==> src/rtl/asic_cfg_loader.sv <==
// Serial configuration loader: shifts a dynamic and an optional static word into an ASIC, MSB first.
// Define ASIC_CFG_LOADER_READBACK_EN to add MISO capture of the static chain (RDBK_DATA/RDBK_VALID).
module asic_cfg_loader #(
   parameter int DYN_W      = 16,
   parameter int STAT_W     = 88,
   parameter int CLK_DIV    = 4,
   parameter int GUARD_BITS = 60
) (
   input  logic              CLK,
   input  logic              RST,
   input  logic              START,
   input  logic              MODE,
   input  logic [DYN_W-1:0]  DYN_DATA,
   input  logic [STAT_W-1:0] STAT_DATA,
   output logic              SCLK,
   output logic              SEL,
   output logic              MOSI,
   output logic              BUSY,
   output logic              DONE
`ifdef ASIC_CFG_LOADER_READBACK_EN
   ,
   input  logic              MISO,
   output logic [STAT_W-1:0] RDBK_DATA,
   output logic              RDBK_VALID
`endif
);

   localparam int MAX_DS  = (DYN_W > STAT_W) ? DYN_W : STAT_W;
   localparam int BIT_MAX = (GUARD_BITS > MAX_DS) ? GUARD_BITS : MAX_DS;
   localparam int BIT_W   = (BIT_MAX > 1) ? $clog2(BIT_MAX) : 1;
   localparam int DIV_W   = $clog2(CLK_DIV);
   localparam int HALF    = CLK_DIV / 2;

   typedef enum logic [2:0] {ST_IDLE, ST_GUARD, ST_DYN, ST_STAT, ST_DONE} stateT;

   stateT             stateReg, stateNext;
   logic [DIV_W-1:0]  divReg, divNext;
   logic [BIT_W-1:0]  bitReg, bitNext;
   logic              modeReg, modeNext;
   logic [DYN_W-1:0]  dynReg, dynNext;
   logic [STAT_W-1:0] statReg, statNext;
   logic              sclkNext, selNext, mosiNext, busyNext, doneNext;
   logic              divEnd;

   assign divEnd = (divReg == DIV_W'(CLK_DIV - 1));

   always_comb begin
      stateNext = stateReg;
      divNext   = divEnd ? '0 : divReg + 1'b1;
      bitNext   = divEnd ? bitReg + 1'b1 : bitReg;
      modeNext  = modeReg;
      dynNext   = dynReg;
      statNext  = statReg;
      case (stateReg)
         ST_IDLE: begin
            divNext = '0;
            bitNext = '0;
            if (START) begin
               stateNext = ST_GUARD;
               modeNext  = MODE;
               dynNext   = DYN_DATA;
               statNext  = STAT_DATA;
            end
         end
         ST_GUARD: begin
            if (divEnd && bitReg == BIT_W'(GUARD_BITS - 1)) begin
               stateNext = ST_DYN;
               bitNext   = '0;
            end
         end
         ST_DYN: begin
            if (divEnd) begin
               dynNext = {dynReg[DYN_W-2:0], 1'b0};
               if (bitReg == BIT_W'(DYN_W - 1)) begin
                  stateNext = modeReg ? ST_DONE : ST_STAT;
                  bitNext   = '0;
               end
            end
         end
         ST_STAT: begin
            if (divEnd) begin
               statNext = {statReg[STAT_W-2:0], 1'b0};
               if (bitReg == BIT_W'(STAT_W - 1)) begin
                  stateNext = ST_DONE;
                  bitNext   = '0;
               end
            end
         end
         ST_DONE: begin
            stateNext = ST_IDLE;
            divNext   = '0;
            bitNext   = '0;
         end
         default: begin
            stateNext = ST_IDLE;
            divNext   = '0;
            bitNext   = '0;
         end
      endcase

      // Outputs are decoded from next-state values so every pin comes straight from a flop.
      sclkNext = (stateNext == ST_DYN || stateNext == ST_STAT) && (divNext >= DIV_W'(HALF));
      selNext  = (stateNext == ST_DYN);
      mosiNext = 1'b0;
      if (stateNext == ST_DYN)
         mosiNext = dynNext[DYN_W-1];
      else if (stateNext == ST_STAT)
         mosiNext = statNext[STAT_W-1];
      busyNext = (stateNext != ST_IDLE);
      doneNext = (stateNext == ST_DONE);
   end

   always_ff @(posedge CLK) begin
      if (RST) begin
         stateReg <= ST_IDLE;
         divReg   <= '0;
         bitReg   <= '0;
         modeReg  <= 1'b0;
         dynReg   <= '0;
         statReg  <= '0;
         SCLK     <= 1'b0;
         SEL      <= 1'b0;
         MOSI     <= 1'b0;
         BUSY     <= 1'b0;
         DONE     <= 1'b0;
      end else begin
         stateReg <= stateNext;
         divReg   <= divNext;
         bitReg   <= bitNext;
         modeReg  <= modeNext;
         dynReg   <= dynNext;
         statReg  <= statNext;
         SCLK     <= sclkNext;
         SEL      <= selNext;
         MOSI     <= mosiNext;
         BUSY     <= busyNext;
         DONE     <= doneNext;
      end
   end

`ifdef ASIC_CFG_LOADER_READBACK_EN
   logic [STAT_W-1:0] rdbkReg;
   logic              rdbkValidReg;

   // MISO is captured in the cycle SCLK sits high for the first time in each static bit.
   always_ff @(posedge CLK) begin
      if (RST) begin
         rdbkReg      <= '0;
         rdbkValidReg <= 1'b0;
      end else begin
         if (stateReg == ST_IDLE && START)
            rdbkReg <= '0;
         else if (stateReg == ST_STAT && divReg == DIV_W'(HALF))
            rdbkReg <= {rdbkReg[STAT_W-2:0], MISO};
         rdbkValidReg <= (stateNext == ST_DONE) && !modeReg;
      end
   end

   assign RDBK_DATA  = rdbkReg;
   assign RDBK_VALID = rdbkValidReg;
`endif

endmodule

==> config.mk <==
export PLATFORM = sky130hd
export DESIGN_NAME = asic_cfg_loader
export DESIGN_NICKNAME = d
export VERILOG_FILES = /design/src/rtl/asic_cfg_loader.sv
export SDC_FILE = /design/constraint.sdc
export NUM_CORES = 1
export LEC_CHECK = 0
export ABC_AREA = 1
export BUFFER_PORTS_ARGS = -buffer_cell sky130_fd_sc_hd__clkbuf_2
export CAP_MARGIN = 20
export CELL_PAD_IN_SITES_DETAIL_PLACEMENT = 0
export CELL_PAD_IN_SITES_GLOBAL_PLACEMENT = 1
export CORE_MARGIN = 3
export CORE_UTILIZATION = 42
export DETAILED_ROUTE_END_ITERATION = 10
export GPL_TIMING_DRIVEN = 0
export PLACE_DENSITY = 0.87
export SLEW_MARGIN = 20
export SYNTH_ARGS = -nofsm -noshare
export SYNTH_HDL_FRONTEND = slang
export SYNTH_SLANG_ARGS = --single-unit
==> constraint.sdc <==
create_clock -name CLK -period 2.41 [get_ports CLK]
set_clock_uncertainty 0.2 [all_clocks]
set_input_delay 0.482 -clock CLK [delete_from_list [all_inputs] [get_ports CLK]]
set_output_delay 0.482 -clock CLK [all_outputs]
set_load 0.02 [all_outputs]
---- Word-level counts from Yosys, hierarchy flattened ----
Index checks and enable logic that the tools add are counted.
word-level totals
  flip-flop bits (word level) ............. 122
  latch bits .............................. 0
  bits in writable memories ............... 0
  memory bits (read-only) ................. 0
  input port bits ......................... 108
  output and inout port bits .............. 5
  memories ................................ 0
operators by class
  add/subtract/negate cells ............... 2
  multipliers ............................. 0
  divide/modulo/power cells ............... 0
  $lt $le $gt $ge ......................... 1
  equality and inequality tests ........... 13
  shift-type cells ........................ 0
  mux-type cells .......................... 25
  bitwise gates (word level) .............. 0
  reductions and logical operators ........ 11
operators by type and width
  cell                                                              count
  88-bit 2-to-1 mux                                                 2
  88-bit case mux with 2 select lines                               1
  7-bit 2-to-1 mux                                                  6
  16-bit 2-to-1 mux                                                 2
  16-bit case mux with 2 select lines                               1
  3-bit 2-to-1 mux                                                  7
  7-bit case mux with 3 select lines                                1
  3-bit by 2-bit == test with 1-bit output (second input constant)  4
  3-bit case mux with 4 select lines                                1
  7-bit by 1-bit adder with 7-bit output (second input constant)    1
  7-bit by 4-bit == test with 1-bit output (second input constant)  1
  7-bit by 6-bit == test with 1-bit output (second input constant)  1
  7-bit == test (second input constant)                             1
  2-bit != test (second input constant)                             3
  3-bit AND reduction                                               2
  2-bit 2-to-1 mux                                                  2
  2-bit nonzero test                                                2
  3-bit by 1-bit == test with 1-bit output (second input constant)  1
  3-bit == test (second input constant)                             1
  3-bit logical NOT                                                 1
  3-bit nonzero test                                                1
  3-bit OR reduction                                                1
  2-bit by 1-bit adder with 2-bit output (second input constant)    1
  2-bit == test (second input constant)                             1
  5 further kinds                                                   7

---- Logic depth before layout (Yosys ltp) ----
Gate-level depths: netlist (run 1).
  depth in word-level cells ............... 7
  gate-level depth with buffers ........... 10
  gate-level depth less buffers ........... 8

---- Worst setup path after synthesis (run 1) ----
Ideal clock, no wire load.
  path kind ............................... reg2reg
  start ................................... register bitReg[0]
  end ..................................... register BUSY
  setup time .............................. 0.132 ns
  data arrival time ....................... 1.330 ns
  data required time ...................... 2.078 ns
  path slack .............................. 0.748 ns
  cell stages (with the launch flop) ...... 9
  buffers on the path ..................... 0
  clock period less this slack ............ 1.662 ns
  cells stage by stage .................... dfxtp_1 > ha_1 > nand2_1 > nor2_1 > nand3_1 > nand2_1 > nand3_1 > o21ai_1 > nand3_1
on the way
  word-level cells in the longest chain between the ends .. 5
RTL lines
  element                                   line        RTL
  start: declaration                        38          logic [BIT_W-1:0] bitReg, bitNext;
  start signal: assignment                  129         bitReg <= bitNext;
  7-bit == test (tied with other cells)     83          if (bitReg == BIT_W'(STAT_W - 1)) begin
  3-bit 2-to-1 mux (tied with other cells)  83
  3-bit 2-to-1 mux (on tied branches)       81, 66, 72
  3-bit case mux with 4 select lines (*)    54          case (stateReg)
  3-bit nonzero test (*)                    109         busyNext = (stateNext != ST_IDLE);
  end signal: assignment                    136         BUSY <= busyNext;
  end: declaration                          18          output logic BUSY,
Every way passes the cells marked *; elsewhere a longest branch is shown, timed or not.
A chain may end at the register's enable or synchronous reset.

---- Final worst setup path (run 1) ----
Ends and elaborated chain as after synthesis.

==> out/qor.yml, run 1 <==
synthCells: 599
drt_first_pass_iters: 5
gp_congestion: 0.7979
initial_core_util_pct: 44.17
clock_latency_ps: 410
drt-initial-drc-count: 260
setup_ws_ps: 410.7
wl_met3_um: 869
worst_path_dominant_cell_family: "simple AND/OR/NAND/NOR gates"
cts_inserted_buffers: 17
grt_usage_pct: 19.46
die-height_um: 114.2
chipWidth_um: 114.2
setup-tns-final_ps: 0
core-area_um2: 11130
crit_path_top_delay_cell: "dfxtp_1"
io_pins: 113
grt_antenna_before_repair: 0
dr_wl_met2_um: 5729
dp_cells: 851
die_area_um2: 13040
setup_viol: 0
drc_errors: 0
yosys.cell_count.top_type: "nand2_1"
start_kind: "register"
finalPower_w: 0.005271
cp.arrival_ps: 2080
cts_max_level: 4
place_ws_ps: 430.2
slew_headroom_pct: 59.93
fp-row-count: 38
clk_pin_slew_ps: 60
whs_ps: 108.6
vias: 4672
grt_max_degree: 17
finalWirelength_um: 12590
max_cap_viol_count: 0
first_global_vias: 4376
drv_slew: 0
cp_data_required_time_ps: 2490
ys_seq_area_share_pct: 49.69
synth-edff-count: 0
drive_above_1_share_pct: 24.90
outcome: "completed"
cpMostUsedCell: "nand3_1"
wl_met1_um: 5869
postCtsHoldBufs: 0
wl_per_cell_um: 14.25
rsz0062_at_grt: "false"
async_flop_share_pct: 0
area_growth_pct: 27.52
cts_resized: 0
cts_tree: "built"
synthTopCellsByCount: "nand2_1, dfxtp_1, a21oi_1, a22oi_1, inv_1"
synthTopCellsByArea: "dfxtp_1, a22oi_1, a21oi_1"
viasPerCell: 5.291
syn_area_um2: 4915
cts.sinks: 122
synth_cell_types: 24
port_buffers: 112
yosysWarnings: 0
nNetsFinal: 840
root_buffer: "clkbuf_16"
num_antenna_cells: 0
crit_type: "reg2reg"
worst_pin_slew_ps: 601.1
synth.largest_area_cell: "dfxtp_1"
cp-end-kind: "register"
peakVddDrop_uv: 566.8
gr-total-overflow: 0
min_period_ps: 1999
syn_nets: 709
power-per-cell-area_nw_per_um2: 841.0
fmax_mhz: 500.2
synth_ff_type: "dfxtp_1"
cts_setup_buffers: 0
maxUsedRoutingLayer: "met4"
path_cells: "ha_1 > nand2_1 > nor2_1 > nand3_1 > nand2_1 > nand3_1 > o21ai_1 > nand3_1"
hpwl_um: 9127
synth_top_area_share_pct: 49.69
syn_area_per_cell_um2: 8.205
hold_class: "in2reg"
hold_viol_final: 0
clockBufferDepth: 2
ys_seq_elements: 122
critPathMaxStageDelay_ps: 350
power_leakage_nw: 2.611
ant_nets: 0
path_buf_inv: 0
fin_crit_sh_pct: 82.96
path_max_fanout: 4
grt_pass1_wl_um: 20420
layout.cells.non_filler: 883
[flip-flops by register name, indices dropped and copies added, names as in the netlist]
| signal | cells |
|---|---|
| statReg | 88 |
| dynReg | 16 |
| bitReg | 7 |
| stateReg | 3 |
| divReg | 2 |
| BUSY | 1 |
| DONE | 1 |
| MOSI | 1 |
| SCLK | 1 |
| SEL | 1 |
| modeReg | 1 |
[layer usage]
layer	track usage, %	vias up
met5	0	-
met4	6.651	0
met3	6.184	11
met2	30.48	132
met1	25.42	2172
li1	-	2357
[final timing paths]
path | from | slack, ps | depth (start not counted) | to
min reg2reg | divReg[0] | 250 | 1 | divReg[0]
min | DYN_DATA[0] | 110 | 3 | dynReg[0]
max reg2reg | bitReg[0] | 410 | 8 | BUSY
max | bitReg[0] | 410 | 8 | BUSY
[tightest hold or removal path: stages]
cell and delay (ps):
clkbuf_2 80, nand2_1 60, a21oi_1 50
[layout by cell type, fill, tap and decap left out, drive strengths merged]
master	instances
clkbuf	143
nor3	4
buf	31
nand3	12
nor3b	2
a22oi	100
a21oi	108
bufinv	4
nand4	4
dfxtp	122
xor2	2
clkinv	7
inv	28
clkinvlp	3
nand2	145
ha	2
nor2	19
o21ai	7
[metrics by stage]
step | area, µm² | utilization (%)
after floorplan | 4915 | -
after global placement | 5650 | 50.79
after detailed placement | 5650 | 50.79
after CTS | 6267 | 56.33
after global routing | 6267 | 56.33
final | 6267 | 56.33
[cell families after synthesis]
logic type / Yosys count / synth area share [%]
adder cells (fa/ha/maj): 2 / 0.5091
buffers and inverters: 72 / 6.950
flip-flops: 122 / 49.69
AO/OA/AOI/OAI: 215 / 27.06
AND/OR/NAND/NOR: 186 / 15.43
XOR/XNOR: 2 / 0.3565
[where the power goes]
part | total (W) | leakage, nW | internal [W] | switching [W]
Clock | 0.00264 | 0.301 | 0.00174 | 0.000899
Sequential | 0.00219 | 1.00 | 0.00213 | 0.0000576
Combinational | 0.000444 | 1.31 | 0.000201 | 0.000242
[cell type report]
type                       instances  area [µm²]
multi-input combinational        405        2131
fill                            1036        4858
sequential                       122        2442
timing repair buffer             112       560.5
inverter                          28       105.1
tap                              140       175.2
clock buffer                      18       439.2
buffer                            44       236.5
clock inverter                    14       177.7
(Power assumes the default switching activity.)
==> run 2: changes to the inputs <==
--- a/config.mk
+++ b/config.mk
@@ -11,10 +11,10 @@
 export CELL_PAD_IN_SITES_DETAIL_PLACEMENT = 0
 export CELL_PAD_IN_SITES_GLOBAL_PLACEMENT = 1
 export CORE_MARGIN = 3
-export CORE_UTILIZATION = 42
+export CORE_UTILIZATION = 39
 export DETAILED_ROUTE_END_ITERATION = 10
 export GPL_TIMING_DRIVEN = 0
-export PLACE_DENSITY = 0.87
+export PLACE_DENSITY = 0.82
 export SLEW_MARGIN = 20
 export SYNTH_ARGS = -nofsm -noshare
 export SYNTH_HDL_FRONTEND = slang
==> constraint.sdc (replaced) <==
create_clock -name CLK -period 2 [get_ports CLK]
set_clock_uncertainty 0.2 [all_clocks]
set_input_delay 0.4 -clock CLK [delete_from_list [all_inputs] [get_ports CLK]]
set_output_delay 0.4 -clock CLK [all_outputs]
set_load 0.02 [all_outputs]
==> run 2 against run 1 <==
  * Cell count up 3.2%
  * Global-route usage down 1.1 points
  * Routed wire length up 1.3%
  * Sequential power up 21%
  * Utilization down 4.8 points
  * Register-to-register slack worse by 270 ps
  * Setup slack worse by 270 ps
  * Largest power group unchanged
==> out/qor.yml, run 2 (synthesis gave the netlist of run 1 again) <==
outcome: "completed"
port_buffers: 112  # unchanged
vias: 4648  # -0.51%
cp_data_required_time_ps: 2080  # -410 ps
cts_setup_buffers: 0  # unchanged
fmax_mhz: 538.1  # +7.6%
ant_nets: 0  # unchanged
cts_resized: 0  # unchanged
die-height_um: 118.3  # +3.6%
core-area_um2: 12160  # +9.3%
setup_ws_ps: 141.6  # -269.1 ps
drv_slew: 0  # unchanged
cts.sinks: 122  # unchanged
wl_per_cell_um: 13.99  # -1.8%
r2r-start: "divReg[0]"
worstHoldPathCells: 3  # unchanged
cpMostUsedCell: "nand2_1"
io_pins: 113  # unchanged
path_cells: "ha_1 > buf_4 > nand2_1 > nor2_1 > nand2_1 > nand2_1 > nand3_1 > o21ai_2 > nand3_1"
seqCellArea_um2: 2442  # unchanged
crit_end: "BUSY"
critPathMaxStageDelay_ps: 330  # -20 ps
initial_core_util_pct: 40.41  # -3.8 points
switchingPower_w: 0.001392  # +16%
grt_antenna_before_repair: 1  # +1
r2r-end: "BUSY"
cp_num_cells: 9  # +1
largest_register_ffs: 88  # unchanged
pwr-share-clk_pct: 47.3  # -2.8 points
rsz0062_at_grt: "true"
min_period_ps: 1858  # -140.9 ps
hold_start: "DYN_DATA[0]"
fin_crit_sh_pct: 92.92  # +10 points
whs_ps: 44.11  # -64.49 ps
ff2ff_path_depth: 9  # +1
viasPerCell: 5.102  # -3.6%
worst_pin_slew_ps: 597.3  # -3.782 ps
num_antenna_cells: 0  # unchanged
layout_common_cells: "nand2_1, dfxtp_1, clkbuf_2"
crit_type: "reg2reg"
slew_headroom_pct: 60.18  # +0.25 points
combPwrFrac_pct: 8.9  # +0.5 points
first_global_vias: 4515  # +3.2%
clockBufferDepth: 2  # unchanged
grt_pass1_wl_um: 20910  # +2.4%
hpwl_um: 9318  # +2.1%
layout_commonest_cell: "nand2_1"
drive_above_1_share_pct: 25.30  # +0.40 points
r2r_setup_slack_ps: 140  # -270 ps
gp_congestion: 0.8196  # +2.7%
netSwitchingFraction_pct: 23.09  # +0.34 points
cp-end-kind: "register"
worst_path_dominant_cell_family: "simple AND/OR/NAND/NOR gates"
drt_first_pass_iters: 5  # unchanged
setup-tns-final_ps: 0  # unchanged
gr-total-overflow: 0  # unchanged
power-per-cell-area_nw_per_um2: 962.8  # +14%
root_buffer: "clkbuf_16"
drc_errors: 0  # unchanged
start_kind: "register"
hold_viol_final: 0  # unchanged
reg_top3: "statReg x88, dynReg x16, bitReg x7"
finalPower_w: 0.006028  # +14%
crit_path_top_delay_cell: "dfxtp_1"
dpl_cell_area_um2: 5685  # +0.62%
clk_pin_slew_ps: 50  # about the same
area_growth_pct: 27.39  # about the same
die_area_um2: 13980  # +7.3%
path_buf_inv: 1  # +1
cts_inserted_buffers: 17  # unchanged
power_leakage_nw: 2.594  # -0.66%
max_cap_viol_count: 0  # unchanged
grt_usage_pct: 18.35  # -1.1 points
clock_latency_ps: 410  # about the same
peakVddDrop_uv: 554.2  # -2.2%
grt_max_degree: 17  # unchanged
finalWirelength_um: 12750  # +1.3%
fp-row-count: 40  # +5.3%
cts_max_level: 4  # unchanged
fillers: 1219  # +18%
hold_class: "in2reg"
multiInputGateArea_um2: 2146  # +0.70%
nNetsFinal: 840  # unchanged
postCtsHoldBufs: 0  # unchanged
seq_power_share_pct: 43.8  # +2.3 points
postLayoutCellArea_um2: 6261  # about the same
cp.arrival_ps: 1940  # -140 ps
place_ws_ps: 49.29  # -380.9 ps
path_max_fanout: 10  # +6
cts_tree: "built"
chipWidth_um: 118.3  # +3.6%
max_flop_register: "statReg"
setup_viol: 0  # unchanged
cp-startpoint: "divReg[0]"
power.internal_w: 0.004637  # +14%
drt-initial-drc-count: 357  # +37%
run 2: changes by cell type in the layout (fill, tap and decap cells not counted), sizes merged:
cell / change
clkinvlp: -2
bufinv: -3
clkbuf: +6
clkinv: -1
run 2: layout make-up:
class	instances	area share, %
well taps	168	3.357
repair buffers	112	8.953
flip-flops and latches	122	39.01
plain buffers	44	3.797
clock inverters	8	1.079
multi-input cells	405	34.27
inverters	28	1.679
clock buffers	24	7.854
run 2: power by group through the flow:
stage	combinational (W)	clock, W	sequential (W)
after detailed placement	0.000538	0	0.00268
after floorplan	0.000337	0	0.00267
final	0.000537	0.00285	0.00264
after global routing	0.000609	0.00304	0.00265
after CTS	0.000541	0.00291	0.00264
after global placement	0.000520	0	0.00268
run 2: worst min path at each step:
stage / endpoint / slack (ps)
floorplan: divReg[0] / 200
global placement: divReg[0] / 210
detailed placement: divReg[0] / 220
CTS: dynReg[0] / 20
global route: dynReg[0] / 40
finish: dynReg[0] / 40
run 2: metal layers:
metal,up-vias,part of all wire [%],track usage (%)
li1,2369,-,-
met2,133,45,29.37
met3,18,7.2,6.555
met1,2126,46,22.95
met5,-,0.10,0
met4,2,1.6,6.227
run 2: worst reg2reg max path: stages (launching register included):
cell	delay, ps
dfxtp_1	330
ha_1	210
buf_4	190
nand2_1	70
nor2_1	180
nand2_1	80
nand2_1	80
nand3_1	100
o21ai_2	200
nand3_1	80
run 2: metrics by stage:
stage | cells | utilization [%]
2_1_floorplan | 599 | -
3_3_place_gp | 879 | 46.75
3_5_place_dp | 879 | 46.75
4_1_cts | 911 | 51.35
5_1_grt | 911 | 51.48
6_report | 911 | 51.48
==> run 3: changes to the inputs <==
--- a/config.mk
+++ b/config.mk
@@ -6,6 +6,7 @@
 export NUM_CORES = 1
 export LEC_CHECK = 0
 export ABC_AREA = 1
+export ABC_CLOCK_PERIOD_IN_PS = 2000
 export BUFFER_PORTS_ARGS = -buffer_cell sky130_fd_sc_hd__clkbuf_2
 export CAP_MARGIN = 20
 export CELL_PAD_IN_SITES_DETAIL_PLACEMENT = 0
@@ -15,6 +16,7 @@
 export DETAILED_ROUTE_END_ITERATION = 10
 export GPL_TIMING_DRIVEN = 0
 export PLACE_DENSITY = 0.82
+export REMOVE_ABC_BUFFERS = 1
 export SLEW_MARGIN = 20
 export SYNTH_ARGS = -nofsm -noshare
 export SYNTH_HDL_FRONTEND = slang
==> run 3 against run 2 <==
  * Register-to-register slack lost 40 ps
  * Combinational power rose by 19%
  * Clock-buffer cell count down 4
  * Cell count decreased by 2.0%
  * Global-route usage rose by 0.80 points
  * Final area up 4.5%
  * Fmax shrank 2.2%
  * Non-clock buffer count fell by 24
  * Via count decreased by 1.7%
  * Critical path type unchanged
==> out/qor.yml, run 3 (synthesis gave the netlist of run 1 again) <==
outcome: "completed"
crit_type: "reg2reg"
layout_commonest_cell: "nand2_1"
seq_power_share_pct: 40.7  # -3.1 points
num_antenna_cells: 0  # unchanged
first_global_vias: 4378  # -3.0%
power-per-cell-area_nw_per_um2: 991.6  # +3.0%
drv_slew: 0  # unchanged
die-height_um: 118.3  # unchanged
r2r_setup_slack_ps: 100  # -40 ps
area_growth_pct: 33.17
r2r-end: "statReg[1]"
combPwrFrac_pct: 9.8  # +0.9 points
pwr-share-clk_pct: 49.5  # +2.2 points
grt_antenna_before_repair: 0  # -1
setup-tns-final_ps: 0  # unchanged
cp-end-kind: "register"
post-route-util_pct: 53.82  # +2.3 points
min_period_ps: 1900  # +41.33 ps
path_max_fanout: 17  # +7
max_cap_viol_count: 0  # unchanged
ff2ff_path_depth: 11  # +2
initial_core_util_pct: 40.41  # unchanged
grt_max_degree: 59  # +42
die_area_um2: 13980  # unchanged
power.internal_w: 0.005023  # +8.3%
worst_pin_slew_ps: 612.2  # +14.89 ps
cp-startpoint: "stateReg[0]"
clockBufferDepth: 2  # unchanged
crit_end: "statReg[1]"
setup_viol: 0  # unchanged
hold_class: "in2reg"
cp_data_required_time_ps: 2060  # -20 ps
peakVddDrop_uv: 604.1  # +9.0%
postCtsHoldBufs: 0  # unchanged
r2r-start: "stateReg[0]"
slew_headroom_pct: 59.19  # -0.99 points
gp_congestion: 0.7706  # -6.0%
vias: 4567  # -1.7%
cts.sinks: 122  # unchanged
hpwl_um: 7745  # -17%
wl_per_cell_um: 14.80  # +5.7%
largest_register_ffs: 88  # unchanged
grt_pass1_wl_um: 21640  # +3.5%
layout_common_cells: "nand2_1, dfxtp_1, clkbuf_2"
cts_max_level: 4  # unchanged
gr-total-overflow: 0  # unchanged
fin_crit_sh_pct: 94.99  # +2.1 points
rsz0062_at_grt: "true"
start_kind: "register"
fmax_mhz: 526.4  # -2.2%
switchingPower_w: 0.001467  # +5.4%
ant_nets: 0  # unchanged
reg_top3: "statReg x88, dynReg x16, bitReg x7"
clock_latency_ps: 410  # about the same
cts_tree: "built"
drive_above_1_share_pct: 25.79  # +0.49 points
fp-row-count: 40  # unchanged
finalWirelength_um: 13210  # +3.6%
power_leakage_nw: 2.659  # +2.5%
root_buffer: "clkbuf_16"
nNetsFinal: 822  # -2.1%
viasPerCell: 5.114  # +0.24%
max_flop_register: "statReg"
core-area_um2: 12160  # unchanged
port_buffers: 112  # unchanged
grt_usage_pct: 19.15  # +0.80 points
drt_first_pass_iters: 5  # unchanged
drc_errors: 0  # unchanged
cts_inserted_buffers: 17  # unchanged
chipWidth_um: 118.3  # unchanged
drt-initial-drc-count: 300  # -16%
cp.arrival_ps: 1960  # +20 ps
fillers: 1184  # -2.9%
hold_viol_final: 0  # unchanged
io_pins: 113  # unchanged
netSwitchingFraction_pct: 22.60  # -0.48 points
clk_pin_slew_ps: 50  # about the same
==> run 3: per-layer routing <==
metal / vias up / GRT usage [%] / share of wire, %
li1: 2320 / - / -
met1: 2109 / 24.15 / 43
met2: 124 / 29.94 / 48
met3: 14 / 7.129 / 7.7
met4: 0 / 6.960 / 1.2
met5: - / 0 / 0
==> run 3: layout make-up <==
class	count	area, µm²	share of cell area, %
repair inverters	6	78.83	1.204
repair buffers	132	883.3	13.50
multi-input cells	405	2165	33.07
clock buffers	20	456.7	6.978
clock inverters	12	171.4	2.619
well taps	168	210.2	3.212
inverters	28	135.1	2.065
flip-flops and latches	122	2445	37.35
==> run 3: critical path: stages (launching register included) <==
cell and delay, ps:
dfxtp_2 340, nor2_4 120, nand2_2 90, nor2_4 120, buf_12 120, buf_16 140
inv_2 70, o21ai_4 70, buf_12 160, bufinv_16 200, nand2_1 50, a21oi_1 60
==> run 3: worst min-delay path by stage <==
stage               slack (ps)  cells after the start   endpoint   startpoint
floorplan                  200                      1  divReg[0]    divReg[0]
global placement           210                      1  divReg[0]    divReg[0]
detailed placement         220                      1  divReg[0]    divReg[0]
CTS                          5                      3  dynReg[0]  DYN_DATA[0]
global route                20                      3  dynReg[0]  DYN_DATA[0]
finish                      20                      3  dynReg[0]  DYN_DATA[0]
==> run 3: timing repair <==
| item | 4_1_cts | 5_1_grt |
|---|---|---|
| gates resized for setup | 10 | 9 |
| gates cloned | 8 | 0 |
| pin swaps | 3 | 2 |
| buffers inserted | 7 | 5 |
| setup endpoints to repair | 112 | 92 |
==> run 3: power by group through the flow <==
stage / sequential (W) / clock, W / combinational [W]
2_1_floorplan: 0.00267 / 0 / 0.000284
3_3_place_gp: 0.00268 / 0 / 0.000484
3_5_place_dp: 0.00269 / 0 / 0.000518
4_1_cts: 0.00264 / 0.00328 / 0.000636
5_1_grt: 0.00265 / 0.00341 / 0.000709
6_report: 0.00264 / 0.00321 / 0.000637
==> run 3: per-stage QoR <==
step                cells  worst slack, ps  hold slack, ps  instance area, µm²  total power, W
CTS                   888            9.023           5.392                6486        0.006551
global route          893           -21.78           15.65                6545        0.006767
finish                893            100.3           22.90                6545        0.006490
floorplan             555           -775.0           202.6                4678        0.002954
detailed placement    841           -514.5           219.4                5574        0.003203
global placement      835            -1861           214.6                5449        0.003165
